$ cat src/rtl/bz_ser_pkg.sv
// Shared types and sizing helpers for the multi-channel BZ serializer.
package bz_ser_pkg;

  typedef enum logic [0:0] {
    ST_IDLE = 1'b0,
    ST_SEND = 1'b1
  } ser_state_t;

  // Flits needed to carry the payload of one word (continue bit excluded).
  function automatic int nslice(input int nin, input int nflit);
    return (nin - 1 + nflit - 1) / nflit;
  endfunction

  // Position of the continue (wormhole) flag within an input word.
  function automatic int cont_bit(input int nin);
    return nin - 1;
  endfunction

  // Index width that stays legal for a single-entry range.
  function automatic int idx_w(input int n);
    return (n > 1) ? $clog2(n) : 1;
  endfunction

endpackage

$ cat src/rtl/rr_arbiter.sv
// Round-robin arbiter: grants the first requester at or after the pointer.
module rr_arbiter
  import bz_ser_pkg::*;
#(
  parameter int NCH = 4
)
(
  input  logic [NCH-1:0]        i_req,
  input  logic [idx_w(NCH)-1:0] i_ptr,
  input  logic                  i_en,
  output logic [NCH-1:0]        o_gnt,
  output logic [idx_w(NCH)-1:0] o_idx,
  output logic                  o_any
);

  localparam int PW = idx_w(NCH);

  // Walk the requesters starting at the pointer, wrapping once.
  always_comb begin : search
    int           j;
    logic [PW-1:0] w_j;
    o_gnt = {NCH{1'b0}};
    o_idx = {PW{1'b0}};
    o_any = 1'b0;
    j     = 0;
    w_j   = {PW{1'b0}};
    if (i_en) begin
      for (int k = 0; k < NCH; k++) begin
        j   = int'(i_ptr) + k;
        j   = (j >= NCH) ? (j - NCH) : j;
        w_j = PW'(j);
        if (!o_any && i_req[w_j]) begin
          o_any      = 1'b1;
          o_gnt[w_j] = 1'b1;
          o_idx      = w_j;
        end else begin
          o_any = o_any;
        end
      end
    end else begin
      o_any = 1'b0;
    end
  end

endmodule

$ cat src/rtl/bz_multi_serializer.sv
// Multi-channel word-to-flit serializer with wormhole locking and round-robin
// arbitration. Define BZ_SER_PARITY_EN to append an even-parity bit per flit.
module bz_multi_serializer
  import bz_ser_pkg::*;
#(
  parameter int NCH   = 4,
  parameter int NIN   = 42,
  parameter int NFLIT = 10
)
(
  input  logic                 clk,
  input  logic                 reset,
  input  logic [NCH-1:0]       in_v,
  input  logic [NCH*NIN-1:0]   in_d,
  output logic [NCH-1:0]       in_a,
  input  logic                 is_full,
  output logic                 wrreq,
`ifdef BZ_SER_PARITY_EN
  output logic [NFLIT+1:0]     data_out
`else
  output logic [NFLIT:0]       data_out
`endif
);

  localparam int NSLICE = nslice(NIN, NFLIT);
  localparam int SW     = idx_w(NSLICE);
  localparam int PW     = idx_w(NCH);
  localparam int CB     = cont_bit(NIN);
  localparam int PADW   = NSLICE * NFLIT;
  localparam logic [SW-1:0] LAST = SW'(NSLICE - 1);

  ser_state_t      r_state, w_next;
  logic [NIN-2:0]  r_word;
  logic [SW-1:0]   r_slice;
  logic            r_lock;
  logic [PW-1:0]   r_grant, r_rr_ptr;
  logic [PW-1:0]   w_grant_inc, w_arb_ptr, w_arb_idx, w_sel;
  logic [NCH-1:0]  w_arb_gnt;
  logic            w_arb_en, w_arb_any, w_latch, w_ptr_upd, w_wr, w_last, w_tail;
  logic [NIN-1:0]  w_sel_word;
  logic [PADW-1:0] w_padded;
  logic [NFLIT-1:0] w_flit;

  assign w_last      = (r_slice == LAST);
  assign w_grant_inc = (r_grant == PW'(NCH - 1)) ? {PW{1'b0}} : r_grant + PW'(1);

  // Arbitrate from idle, or at the end of an unlocked word using the advanced pointer.
  assign w_arb_en  = reset && !r_lock &&
                     ((r_state == ST_IDLE) || ((r_state == ST_SEND) && !is_full && w_last));
  assign w_arb_ptr = (r_state == ST_SEND) ? w_grant_inc : r_rr_ptr;

  rr_arbiter #(.NCH(NCH)) u_arb (
    .i_req (in_v),
    .i_ptr (w_arb_ptr),
    .i_en  (w_arb_en),
    .o_gnt (w_arb_gnt),
    .o_idx (w_arb_idx),
    .o_any (w_arb_any)
  );

  // Next state, word acceptance and write strobe.
  always_comb begin
    w_next    = r_state;
    w_latch   = 1'b0;
    w_sel     = r_grant;
    w_ptr_upd = 1'b0;
    w_wr      = 1'b0;
    if (!reset) begin
      w_next = ST_IDLE;
    end else begin
      case (r_state)
        ST_IDLE: begin
          if (r_lock) begin
            w_latch = in_v[r_grant];
          end else begin
            w_sel   = w_arb_idx;
            w_latch = w_arb_any;
          end
          w_next = w_latch ? ST_SEND : ST_IDLE;
        end
        ST_SEND: begin
          if (is_full) begin
            w_next = ST_SEND;
          end else begin
            w_wr = 1'b1;
            if (!w_last) begin
              w_next = ST_SEND;
            end else if (r_lock) begin
              // Wormhole: stay on the same channel, no re-arbitration.
              w_latch = in_v[r_grant];
              w_next  = w_latch ? ST_SEND : ST_IDLE;
            end else begin
              w_ptr_upd = 1'b1;
              w_sel     = w_arb_idx;
              w_latch   = w_arb_any;
              w_next    = w_latch ? ST_SEND : ST_IDLE;
            end
          end
        end
        default: w_next = ST_IDLE;
      endcase
    end
  end

  // Select the word of the channel being accepted.
  always_comb begin
    w_sel_word = {NIN{1'b0}};
    for (int k = 0; k < NCH; k++) begin
      if (w_sel == PW'(k)) begin
        w_sel_word = in_d[k*NIN +: NIN];
      end else begin
        w_sel_word = w_sel_word;
      end
    end
  end

  assign in_a  = !w_latch ? {NCH{1'b0}} :
                 (w_arb_en ? w_arb_gnt : (NCH'(1'b1) << r_grant));
  assign wrreq = w_wr;

  // Payload is zero-extended so the top slice pads above the payload MSB.
  assign w_padded = PADW'(r_word);

  // Pick the current slice, most significant first.
  always_comb begin
    w_flit = {NFLIT{1'b0}};
    for (int k = 0; k < NSLICE; k++) begin
      if (r_slice == SW'(k)) begin
        w_flit = w_padded[(NSLICE-1-k)*NFLIT +: NFLIT];
      end else begin
        w_flit = w_flit;
      end
    end
  end

  assign w_tail = w_last && !r_lock;

`ifdef BZ_SER_PARITY_EN
  function automatic logic even_parity(input logic [NFLIT:0] v);
    return ^v;
  endfunction

  assign data_out = (r_state == ST_SEND) ?
                    {even_parity({w_tail, w_flit}), w_tail, w_flit} : {(NFLIT+2){1'b0}};
`else
  assign data_out = (r_state == ST_SEND) ? {w_tail, w_flit} : {(NFLIT+1){1'b0}};
`endif

  // State, word register, slice counter, lock and round-robin pointer.
  always_ff @(posedge clk) begin
    if (!reset) begin
      r_state  <= ST_IDLE;
      r_word   <= {(NIN-1){1'b0}};
      r_slice  <= {SW{1'b0}};
      r_lock   <= 1'b0;
      r_grant  <= {PW{1'b0}};
      r_rr_ptr <= {PW{1'b0}};
    end else begin
      r_state <= w_next;
      if (w_latch) begin
        r_word  <= w_sel_word[NIN-2:0];
        r_lock  <= w_sel_word[CB];
        r_grant <= w_sel;
        r_slice <= {SW{1'b0}};
      end else if (w_wr) begin
        r_slice <= w_last ? {SW{1'b0}} : r_slice + SW'(1);
      end
      if (w_ptr_upd) begin
        r_rr_ptr <= w_grant_inc;
      end
    end
  end

endmodule

$ cat config.mk
export PLATFORM = sky130hd
export DESIGN_NAME = bz_multi_serializer
export DESIGN_NICKNAME = d
export VERILOG_FILES = /design/src/rtl/bz_ser_pkg.sv /design/src/rtl/rr_arbiter.sv /design/src/rtl/bz_multi_serializer.sv
export SDC_FILE = /design/constraint.sdc
export NUM_CORES = 1
export LEC_CHECK = 0
export CAP_MARGIN = 20
export CORE_MARGIN = 2
export CORE_UTILIZATION = 30
export CTS_BUF_LIST = sky130_fd_sc_hd__clkbuf_16
export CTS_CLUSTER_SIZE = 24
export DETAILED_ROUTE_END_ITERATION = 6
export PLACE_DENSITY = 0.65
export SYNTH_ARGS = -nofsm -noshare
export SYNTH_HDL_FRONTEND = slang
export SYNTH_HIERARCHICAL = 1
export SYNTH_SLANG_ARGS = --single-unit
$ cat constraint.sdc
create_clock -name clk -period 3.59 [get_ports clk]
set_clock_uncertainty 0.15 [all_clocks]
set_input_delay 0.718 -clock clk [delete_from_list [all_inputs] [get_ports clk]]
set_output_delay 0.718 -clock clk [all_outputs]
set_load 0.02 [all_outputs]
=== Yosys cells after proc, flatten, opt, wreduce, memory -nomap -nowiden ===
Index checks and enable logic that the tools add are counted.

* Output and inout port bits: 16
* Word-level logic and storage cells: 147
* Register bits after elaboration: 50

* Equality and inequality tests: 8
* Order comparisons: 13
* Reduce and logical (&&, ||, !) cells: 21
* Add/subtract/negate cells: 9
* Muxes and demuxes: 84
* Bitwise logic cells: 5
* Shift operators: 1

{| class="wikitable"
|+ Operator list
! cell !! count
|-
| $mux W42 || 4
|-
| $mux W10 || 4
|-
| $mux W1 || 38
|-
| $mux W4 || 9
|-
| $mux W2 || 15
|-
| $lt A2 B3 Y1 const B || 5
|-
| $logic_and A1 B1 Y1 || 12
|-
| $or A4 B4 Y4 || 3
|-
| $mux W11 || 1
|-
| $bmux W1 S2 || 5
|-
| $ge A3 B3 Y1 const B || 3
|-
| $demux W1 S2 || 4
|-
| $ge A2 B1 Y1 const B || 4
|-
| $sub A2 B1 Y2 const B || 4
|-
| $add A2 B2 Y3 const B || 2
|-
| $eq A2 B2 Y1 const B || 3
|-
| $eq A3 B2 Y1 const B || 2
|-
| $logic_not A1 Y1 || 5
|-
| $pmux W1 S2 || 2
|-
| $pmux W2 S2 || 1
|-
| $shl A1 B2 Y4 const A || 1
|-
| $add A2 B1 Y3 const B || 1
|-
| $add A3 B1 Y3 const B || 1
|-
| $eq A3 B1 Y1 const B || 1
|-
| other kinds (10) || 11
|}

=== Logic depth before layout (Yosys ltp) ===
* Depth after elaboration: 31
* Mapped depth: 18
* Mapped depth without buffers: 13

=== Hierarchy ===
Netlist, hierarchy kept.

{| class="wikitable"
|+ By module, submodules not included
! module !! area each (sq um) !! cells each !! instances
|-
| bz_multi_serializer || 3792.4 || 412 || 1
|-
| rr_arbiter || 685.7 || 85 || 1
|}

=== Least setup slack after synthesis ===
No wires, ideal clock.

* Path kind: reg-to-reg
* Start: register r_grant[0]
* End: register r_word[37]
* Data required time: 3.320 ns
* Arrival: 3.683 ns
* Setup slack: -0.363 ns
* Stages on the path, launching flop included: 19
* Period minus slack after synthesis: 3.953 ns
* Cells stage by stage: dfxtp_1 > buf_2 > inv_1 > ha_1 > mux2_2 > inv_2 > ha_1 > buf_2 > clkbuf_1 > mux2_1 > a211oi_1 > nor3_2 > mux2i_4 > o211ai_2 > buf_6 > buf_6 > and3_1 > a211oi_1 > o2bb2ai_1

* Word-level cells in the longest chain between the ends: 31

{| class="wikitable"
|+ RTL lines
! what !! line !! RTL
|-
| from (decl) || bz_multi_serializer.sv:36 || <nowiki>logic [PW-1:0] r_grant, r_rr_ptr;</nowiki>
|-
| from (signal assigned) || bz_multi_serializer.sv:156 || <nowiki>r_grant <= {PW{1'b0}};</nowiki>
|-
| from (signal assigned) || bz_multi_serializer.sv:163 || <nowiki>r_grant <= w_sel;</nowiki>
|-
| $add A2 B1 Y2 / $eq A2 B2 Y1 (equally long branches) || bz_multi_serializer.sv:45 || <nowiki>assign w_grant_inc = (r_grant == PW'(NCH - 1)) ? {PW{1'b0}} : r_grant + PW'(1);</nowiki>
|-
| $mux W2 (*) || bz_multi_serializer.sv:45 ||
|-
| net w_grant_inc[1] || bz_multi_serializer.sv:37 || <nowiki>logic [PW-1:0] w_grant_inc, w_arb_ptr, w_arb_idx, w_sel;</nowiki>
|-
| $mux W2 (*) || bz_multi_serializer.sv:50 || <nowiki>assign w_arb_ptr = (r_state == ST_SEND) ? w_grant_inc : r_rr_ptr;</nowiki>
|-
| net w_arb_ptr[1] || bz_multi_serializer.sv:37 ||
|-
| $ge A2 B3 Y1 / $sub A2 B1 Y2 (equally long branches) || rr_arbiter.sv:30 || <nowiki>j = (j >= NCH) ? (j - NCH) : j;</nowiki>
|-
| $mux W2 || rr_arbiter.sv:30 ||
|-
| $bmux W1 S2 || rr_arbiter.sv:32 || <nowiki>if (!o_any && i_req[w_j]) begin</nowiki>
|-
| [... 15 more ...] || -- ||
|-
| net w_arb_idx[0] || bz_multi_serializer.sv:37 ||
|-
| $mux W2 (*) || bz_multi_serializer.sv:73, bz_multi_serializer.sv:88 ||
|-
| $mux W2 || bz_multi_serializer.sv:86 || <nowiki>if (!w_last) begin</nowiki>
|-
| $mux W2 || bz_multi_serializer.sv:82 || <nowiki>if (is_full) begin</nowiki>
|-
| $pmux W2 S2 (*) || bz_multi_serializer.sv:71 || <nowiki>case (r_state)</nowiki>
|-
| $mux W2 (*) || bz_multi_serializer.sv:68 || <nowiki>if (!reset) begin</nowiki>
|-
| $logic_not A2 Y1 || bz_multi_serializer.sv:109 || <nowiki>if (w_sel == PW'(k)) begin</nowiki>
|-
| $mux W42 (3 in a row) || bz_multi_serializer.sv:109 ||
|-
| $mux W42 (*) || bz_multi_serializer.sv:109 ||
|-
| to (signal assigned) || bz_multi_serializer.sv:153 || <nowiki>r_word <= {(NIN-1){1'b0}};</nowiki>
|-
| to (signal assigned) || bz_multi_serializer.sv:161 || <nowiki>r_word <= w_sel_word[NIN-2:0];</nowiki>
|-
| to (decl) || bz_multi_serializer.sv:33 || <nowiki>logic [NIN-2:0] r_word;</nowiki>
|}

The timed path passes the listed nets; every way through them passes the cells marked *. The select of a mux whose other input is x is not followed.
A chain may end at the register's enable or synchronous reset.

=== Worst setup path in the final report ===
* Start: register r_grant[1]
* End: output port in_a[0]

{| class="wikitable"
|+ RTL lines
! what !! line !! RTL
|-
| $add A2 B1 Y2 / $eq A2 B2 Y1 (equally long branches) || bz_multi_serializer.sv:45 ||
|-
| $mux W2 (*) || bz_multi_serializer.sv:45 ||
|-
| net w_grant_inc[1] || bz_multi_serializer.sv:37 ||
|-
| $mux W2 (*) || bz_multi_serializer.sv:50 ||
|-
| net w_arb_ptr[1] || bz_multi_serializer.sv:37 ||
|-
| parallel branches: the longest is 16 deep, another holds $add A2 B1 Y3 || -- ||
|-
| $mux W4 (*) || rr_arbiter.sv:32 ||
|-
| net w_arb_gnt[0] || bz_multi_serializer.sv:38 || <nowiki>logic [NCH-1:0] w_arb_gnt;</nowiki>
|-
| $mux W4 (*) || bz_multi_serializer.sv:118 || <nowiki>(w_arb_en ? w_arb_gnt : (NCH'(1'b1) << r_grant));</nowiki>
|-
| $mux W4 (*) || bz_multi_serializer.sv:117 || <nowiki>assign in_a = !w_latch ? {NCH{1'b0}} :</nowiki>
|-
| to (decl) || bz_multi_serializer.sv:15 || <nowiki>output logic [NCH-1:0] in_a,</nowiki>
|}

Mark *: on every way through the listed nets, which the timed path passes. The select of a mux whose other input is x is not followed.

==> metrics <==
RSZ-0062 raised after global routing=yes; DR vias=around 5100; Die Span X=126.2 um; total negative setup slack=0 ns; Mapped Area=4478 sq um; synth top area cells=dfxtp_1, a211oi_1, o2bb2ai_1; Slew headroom=60.11%; CTS H-Tree Depth=2; worst hold path type=reg2reg; post-route ant nets=0; Worst setup SP type=flop; outcome=finished clean; vias per inst=5.551; CTS sink count=50; Root Driver=clkbuf_16; LEAKAGE=2.803 nW; WS Path Type=reg2out; vias in the first global route=~5100; Max Fanout on Critical Path=6; first-pass GRT wire length=26.07 mm; CP arrival=~2.7 ns; maxcap violations=0; Synth top area share=22.35%; sequential area share after synthesis=between 20% and 30%; met2 WL post-DR=8.666 mm; Hold Violations, Final=0; leading area contributor after synthesis=dfxtp_1; Final HPWL DP=13.55 mm; WL/cell=19.50 um; final core occ=52.77%; Worst-path clk slew=0.07 ns; hold_buf cts=0; Power Dens Cells=336.0 nW/um^2; DR DRC count=0; Reg2Reg Setup Slack=0.10 ns; starting density of the core=30.81%; Cell Rows=44; gpl congestion=around 0.85; Crit. End Element=output port; Area Overhead vs Synth=71.28%; Mean Syn Cell Area=9.010 sq um; number of flops mapped to enable cells by yosys=0; latest clock arrival within the worst-skew pair=0.29 ns; Max clock buf depth=2; Yosys Warn Count=6; fmax=between 200 and 300 MHz; required time of the critical path=2.72 ns; Final Power=roughly 2.6 mW; Core Region=14530 sq um; Setup violations, final=0; die area=15920 sq um; wl on met1=7.585 mm; max layer used=met4; met3 WL=1.136 mm; fin crit share=99.59%; ANT cells=0; Yosys cell types=57; I/O Pins=191; antenna violations before repair=0; Gate Count Post-Synth=roughly 500; Seq cells post-synth=50; share of cells above drive strength 1=between 20 and 30%; TritonCTS Buffers=5; syn nets=688; Final Max Slew Viols=0; CTS tree=yes; drt total wl=17.77 mm; Die Span Y=126.2 um; TritonRoute pass-1 iters=4; peak supply drop=approximately 340 uV; Top FF cell, synth=dfxtp_1; Tmin final=3.575 ns; largest net degree at the start of global routing=38; GR Overflow Total=0; drt initial violations=239; Global Route Usage Sum=20.20%; Nets=917; input/output buffers=190; ys async rst share=0%; worst slew pin tran=0.5929 ns
==> path summary, 6_finish.rpt <==
check / end / startpoint / depth (start not counted)
max: in_a[0] / r_grant[1]$_SDFFE_PN0P_ / 13
min: r_word[5]$_SDFFE_PN0P_ / r_word[5]$_SDFFE_PN0P_ / 1
max reg2reg: r_word[13]$_SDFFE_PN0P_ / r_grant[0]$_SDFFE_PN0P_ / 16
min reg2reg: r_word[5]$_SDFFE_PN0P_ / r_word[5]$_SDFFE_PN0P_ / 1
==> through the flow <==
stage | hold slack (ns) | instances | cell area [sq um] | worst slack [ns]
2_1_floorplan | 0.2743 | 497 | 4551 | 0.01169
3_3_place_gp | 0.2941 | 893 | 6947 | -0.2914
5_1_grt | 0.3315 | 911 | 7670 | -0.07793
3_5_place_dp | 0.3041 | 893 | 6947 | -0.3563
4_1_cts | 0.3220 | 905 | 7194 | -0.01901
6_report | 0.3228 | 911 | 7670 | 0.01466
==> synthesized netlist by cell type, types with 2 or more instances <==
cell and number:
buf_2 15, mux2_2 3, nand3b_1 2, mux2i_1 15, a221oi_1 10, clkbuf_1 15
o21ai_0 16, nand2_1 34, mux2i_4 2, and3_1 39, nor2b_1 14, inv_1 9
o2111ai_1 8, mux2_4 4, inv_2 2, ha_1 16, nor4_1 3, buf_6 20
o2bb2ai_1 32, a211oi_2 3, a211oi_1 38, a32o_1 4, o221ai_1 21, nand3_1 7
o21a_1 2, a21oi_1 5, o2bb2ai_2 11, o221ai_2 17, and3b_1 2, buf_4 2
nor3_2 2, nand2b_1 4, nor2_1 21, o22ai_1 5, dfxtp_1 50, a22oi_1 5
or2_2 4, and2_1 5, nor3_1 12
==> cell usage in the layout (no fill, tap or decap), drive strengths merged, types with 5 or more instances in the layout <==
| master | n |
|---|---|
| o2111ai | 8 |
| nand3 | 7 |
| and2 | 5 |
| a211oi | 41 |
| nand2 | 36 |
| o221ai | 38 |
| o2bb2ai | 43 |
| a21oi | 5 |
| o21ai | 18 |
| clkdlybuf4s50 | 186 |
| buf | 84 |
| nor3 | 14 |
| nor2 | 21 |
| mux2i | 18 |
| a22oi | 5 |
| mux2 | 8 |
| inv | 12 |
| clkbuf | 7 |
| a221oi | 10 |
| and3 | 40 |
| ha | 16 |
| nor2b | 14 |
| dfxtp | 50 |
| o22ai | 5 |
==> cell type report <==
type	count	area (sq um)
fillers	1334	6864
clock buffers	5	125.1
well taps	184	230.2
multi-input cells	386	3521
repair buffers	272	2688
inverters	11	48.80
clock inverters	3	48.80
flip-flops and latches	50	1008
==> what timing repair did <==
item                       4_1_cts  5_1_grt
setup buffers                    4        2
setup endpoints to repair       52       53
gates resized for setup         33       68
pin swaps                       10        9
cloned                           0        4
==> worst max-delay path, stage by stage (launching register included) <==
cell and delay [ns]:
dfxtp_4 0.38, inv_4 0.04, ha_4 0.23, mux2_4 0.28, inv_4 0.07, ha_4 0.22, buf_6 0.14, buf_6 0.12
o2111ai_2 0.16, o2111ai_1 0.15, a32o_1 0.28, mux2i_1 0.13, nor2_1 0.06, buf_4 0.16
==> metal layers <==
layer,up-vias,GRT usage [%]
li1,2440,-
met1,2404,25.08
met2,189,35.26
met3,24,4.291
met4,0,5.688
met5,-,0
==> state kept, by name (all words and copies together), names as in the netlist <==
signal and cells:
r_lock 1, r_word 41, r_slice 3, r_state 1, r_rr_ptr 2, r_grant 2
==> where the power goes <==
part           switching, mW  total, mW  internal (mW)
combinational          0.620       1.31          0.687
clock                  0.225      0.559          0.334
sequential            0.0700      0.711          0.641
==> cell families after synthesis <==
group / Yosys count / synth area share, %
AO/OA/AOI/OAI: 188 / 37.75
adder cells (fa/ha/maj): 16 / 4.470
buffers and inverters: 63 / 9.220
flip-flops: 50 / 22.35
multiplexers: 27 / 7.795
AND/OR/NAND/NOR: 153 / 18.41
No activity file was read; power rests on OpenSTA's default activity.
